$ cat src/rtl/sc_mul_acc.sv
// Unsigned accumulator behind the SC multiplier; folds cfg_len products into one result.
// Define SC_MUL_ACC_SAT_EN to clamp at all-ones on overflow; otherwise the sum wraps.
module sc_mul_acc #(
    parameter int DATA_WIDTH = 16,
    parameter int OUT_WIDTH  = DATA_WIDTH << 1,
    parameter int ACC_WIDTH  = 40,
    parameter int CNT_WIDTH  = 8
) (
    input  logic                 clk,
    input  logic                 rst_n,
    input  logic                 in_valid,
    output logic                 in_ready,
    input  logic [OUT_WIDTH-1:0] in_data,
    input  logic [CNT_WIDTH-1:0] cfg_len,
    input  logic                 clear,
    output logic                 out_valid,
    input  logic                 out_ready,
    output logic [ACC_WIDTH-1:0] out_data,
    output logic                 out_sat,
    output logic                 busy
);

    typedef enum logic [1:0] {
        IDLE = 2'd0,
        ACC  = 2'd1,
        DONE = 2'd2
    } state_t;

    state_t               state_q, state_d;
    logic [ACC_WIDTH-1:0] acc_q, acc_d;
    logic [CNT_WIDTH-1:0] cnt_q, cnt_d;
    logic [CNT_WIDTH-1:0] len_q, len_d;

    logic                 beat;
    logic [ACC_WIDTH-1:0] in_ext;
    logic [ACC_WIDTH-1:0] acc_add;
    logic [CNT_WIDTH-1:0] cnt_inc;
    logic [CNT_WIDTH-1:0] eff_len;

    assign in_ready = (state_q != DONE);
    assign beat     = in_valid && in_ready;
    assign in_ext   = ACC_WIDTH'(in_data);
    assign cnt_inc  = cnt_q + 1'b1;
    // A zero length would never terminate, so it runs as a single beat.
    assign eff_len  = (cfg_len == '0) ? CNT_WIDTH'(1) : cfg_len;

`ifdef SC_MUL_ACC_SAT_EN
    logic [ACC_WIDTH:0] sum_full;
    logic               sat_q, sat_d;

    assign sum_full = {1'b0, acc_q} + {1'b0, in_ext};
    assign acc_add  = sum_full[ACC_WIDTH] ? '1 : sum_full[ACC_WIDTH-1:0];

    always_comb begin
        sat_d = sat_q;
        if (clear) begin
            sat_d = 1'b0;
        end else begin
            unique case (state_q)
                IDLE: if (beat) sat_d = 1'b0;
                ACC:  if (beat) sat_d = sat_q | sum_full[ACC_WIDTH];
                DONE: if (out_ready) sat_d = 1'b0;
                default: sat_d = 1'b0;
            endcase
        end
    end

    always_ff @(posedge clk or negedge rst_n) begin
        if (!rst_n) begin
            sat_q <= 1'b0;
        end else begin
            sat_q <= sat_d;
        end
    end

    assign out_sat = sat_q;
`else
    assign acc_add = acc_q + in_ext;
    assign out_sat = 1'b0;
`endif

    always_comb begin
        state_d = state_q;
        acc_d   = acc_q;
        cnt_d   = cnt_q;
        len_d   = len_q;
        if (clear) begin
            state_d = IDLE;
            acc_d   = '0;
            cnt_d   = '0;
        end else begin
            unique case (state_q)
                IDLE: begin
                    if (beat) begin
                        acc_d   = in_ext;
                        cnt_d   = CNT_WIDTH'(1);
                        len_d   = eff_len;
                        state_d = (eff_len == CNT_WIDTH'(1)) ? DONE : ACC;
                    end
                end
                ACC: begin
                    if (beat) begin
                        acc_d = acc_add;
                        cnt_d = cnt_inc;
                        if (cnt_inc == len_q) state_d = DONE;
                    end
                end
                DONE: begin
                    if (out_ready) state_d = IDLE;
                end
                default: state_d = IDLE;
            endcase
        end
    end

    always_ff @(posedge clk or negedge rst_n) begin
        if (!rst_n) begin
            state_q <= IDLE;
            acc_q   <= '0;
            cnt_q   <= '0;
            len_q   <= CNT_WIDTH'(1);
        end else begin
            state_q <= state_d;
            acc_q   <= acc_d;
            cnt_q   <= cnt_d;
            len_q   <= len_d;
        end
    end

    assign out_valid = (state_q == DONE);
    assign out_data  = acc_q;
    assign busy      = (state_q != IDLE);

endmodule

$ cat config.mk
export PLATFORM = sky130hd
export DESIGN_NAME = sc_mul_acc
export DESIGN_NICKNAME = d
export VERILOG_FILES = /design/src/rtl/sc_mul_acc.sv
export SDC_FILE = /design/constraint.sdc
export NUM_CORES = 1
export LEC_CHECK = 0
export ABC_AREA = 1
export CAP_MARGIN = 20
export CORE_ASPECT_RATIO = 0.6
export CORE_MARGIN = 4
export CORE_UTILIZATION = 55
export CTS_CLUSTER_DIAMETER = 200
export DETAILED_ROUTE_END_ITERATION = 7
export GPL_TIMING_DRIVEN = 0
export PLACE_DENSITY = 0.82
export SLEW_MARGIN = 10
export SYNTH_ARGS = -nofsm -noshare
export SYNTH_HDL_FRONTEND = slang
export SYNTH_SLANG_ARGS = --single-unit
$ cat constraint.sdc
create_clock -name clk -period 2.61 [get_ports clk]
set_input_delay 0.261 -clock clk [delete_from_list [all_inputs] [get_ports clk]]
set_output_delay 0.261 -clock clk [all_outputs]
set_load 0.01 [all_outputs]
==> metrics <==
violated checks=hold timing; First-pass DRT Iterations=5; Die Width=139 um; Worst Clk Skew=0.00743 ns; Avg Vias per Cell=5.25; die height=86.3 um; Flop pwr share=0.231; placed insts=1,157; crit share post-route=0.915; Crit path required time=2.84 ns; depth of the worst register-to-register path=15; Slew headroom=0.486; Final nets=1,112; post-synth top area share=0.254; GRT Util Overall=0.309; CTS tree=yes; first-pass GRT wire length=29,200 um; Fillers=940; worst-path fanout max=4; syn_area_per_cell=6.02 um^2; Peak VDD IR=530 uV; gpl congestion=0.999; # diodes=0; Hold-fix buffers, CTS=0; Post-route DRC=0; RSZ-0062 raised after global routing=no; # Post-CTS Setup Buffers=0; #FFs+latches synth=58; reg2reg setup slack=0.25 ns; Routed Wire Length=18,100 um; switching fraction of total power=0.472; Setup CP Type=in -> reg; Int Pwr=3.00 mW; setup slack after layout=0.221 ns; CTS Sinks=58; Detailed Route Iter0 Violations=687; total CTS buffers=9; floorplan row count=28; Synth top cells by count=nand2_1, inv_1, nor2_1; Syn Inst Count=935; Synth Net Count=1,014; number of global-route vias before repair=5,462; run status=finished, violations left; DRT antenna net count=0; largest net degree at the start of global routing=59; Synth area leaders=dfrtp_1, nand2_1, inv_1; worst path arrival time=2.62 ns; sequential cell area fraction in the yosys report=0.258; Synth cell types=41; pwr/cell area=815 mW/mm^2; Yosys warning count=0; Final min period=2.39 ns; Post-synth EDFFs=0; Slew Viols, Final=0; DR vias=6,163; r2r startpoint=out_data[0]; sw power=2.68 mW; Worst Max-Slew Pin Slew=0.771 ns; DP Wirelength=14,500 um; Most used DFF post-synth=dfrtp_1; Clk pwr share=0.217; IO buf count=87; Gate power share=0.552; full die area=0.0120 mm^2; Fin. Hold Viols=15; max frequency=419 MHz; Initial Util=0.567; Mapped Area=0.00562 mm^2; DP Worst Slack=-0.127 ns; GR Overflow Total=0; most frequent cell after synthesis=nand2_1; htree depth=3; Area Overhead vs Synth=24.0%; clock root buffer=clkbuf_16; leakage power=3.67 nW; I/O pin cnt=89; Clk Latency, worst-skew pair=0.34 ns; Hold WS=-0.0268 ns; WL/cell=15.4 um; Layout Cells excl Fill=1,173; Worst setup EP type=flip-flop; Final Setup Violations=0; worst reg2reg endpoint=out_data[36]; Design Power=5.68 mW; Fin Setup TNS=0 ns; Startpoint Class=primary input; hold crit path type=in -> async; CTS Buffer Depth=2; asr flop ratio synth=1.00; biggest area consumer among synthesized cells=dfrtp_1; max-cap violations=0; initial antenna violation count=0; fraction of layout cells with a size suffix above 1=0.0819; clk slew on worst S/H paths=0.06 ns; core area=0.00991 mm^2
## layout by cell type (no fill, tap or decap), types with 7 or more instances in the layout
cell type / instances
nor2_2: 9
dfrtp_1: 57
a21oi_1: 28
clkdlybuf4s50_1: 86
ha_1: 33
inv_2: 8
clkbuf_1: 8
clkbuf_16: 9
inv_1: 138
o21ai_0: 47
nand2_1: 322
nand2_2: 22
xor2_1: 12
xnor2_1: 7
nand4_1: 7
nor2_1: 114
nand3_1: 62
## area by class of cell
cell class / instances / area [um^2] / area share
Clock buffer: 9 / 225 / 0.0323
Multi-Input combinational cell: 715 / 3560 / 0.510
Clock inverter: 7 / 77.6 / 0.0111
Tap cell: 135 / 169 / 0.0242
Sequential cell: 58 / 1450 / 0.208
Timing Repair Buffer: 87 / 868 / 0.125
Buffer: 16 / 75.1 / 0.0108
Inverter: 146 / 548 / 0.0786
## worst max path at each step
stage           startpoint           end  cells after the start
6_report        in_data[0]  out_data[36]                     16
5_1_grt         in_data[0]  out_data[32]                     16
4_1_cts         in_data[0]  out_data[20]                     14
3_3_place_gp         rst_n      len_q[7]                      1
2_1_floorplan  out_data[0]  out_data[32]                     15
3_5_place_dp    in_data[0]  out_data[32]                     16
## critical path: stages
cell and delay [ns]:
clkdlybuf4s50_1 0.49, ha_1 0.23, inv_1 0.08, fa_1 0.41, inv_1 0.12, nand3_1 0.10, nand3_2 0.13, nand2_1 0.07
nand2_1 0.16, nand2_1 0.09, nand2_1 0.10, nand2_1 0.07, nand2_2 0.11, nand3_1 0.07, nand2_1 0.06, nor2_1 0.04
## per-stage QoR
stage                     cell area, um^2  utilization  hold WS (ns)
after floorplan                      5620            -       -0.0346
after global placement               6660        0.672         0.489
after detailed placement             6660        0.672         0.385
after CTS                            6960        0.702        0.0241
after global routing                 6970        0.703        0.0690
final                                6970        0.703       -0.0268
## logic make-up after synthesis
| group | synth area share |
|---|---|
| AO/OA/AOI/OAI | 0.0945 |
| XOR/XNOR | 0.0296 |
| other | 0.000667 |
| multiplexers | 0.00200 |
| buffers and inverters | 0.111 |
| adder cells (fa/ha/maj) | 0.0770 |
| flip-flops | 0.258 |
| AND/OR/NAND/NOR | 0.427 |
## registers in the layout (all words and copies together) (netlist names)
name,cells
cnt_q,8
len_q,8
out_data,40
state_q,2
## what timing repair did
item | 4_1_cts | 5_1_grt
endpoints found under the hold margin | 0 | 0
resized for setup | 0 | 2
endpoints found under the setup margin | 0 | 3
## power groups by stage
| stage | clock network (mW) | logic (mW) | registers, mW |
|---|---|---|---|
| finish | 1.23 | 3.14 | 1.32 |
| global route | 1.29 | 3.46 | 1.35 |
| CTS | 1.25 | 3.06 | 1.31 |
| detailed placement | 0 | 3.04 | 1.32 |
| global placement | 0 | 3.01 | 1.32 |
| floorplan | 0 | 1.93 | 1.34 |
## routing by layer
layer / GRT usage / wire length, um
met1: 0.514 / 9560
met5: 0 / 0
met4: 0.0556 / 129
met2: 0.387 / 6300
met3: 0.0832 / 2100
Power figures use the tool's default switching activity.
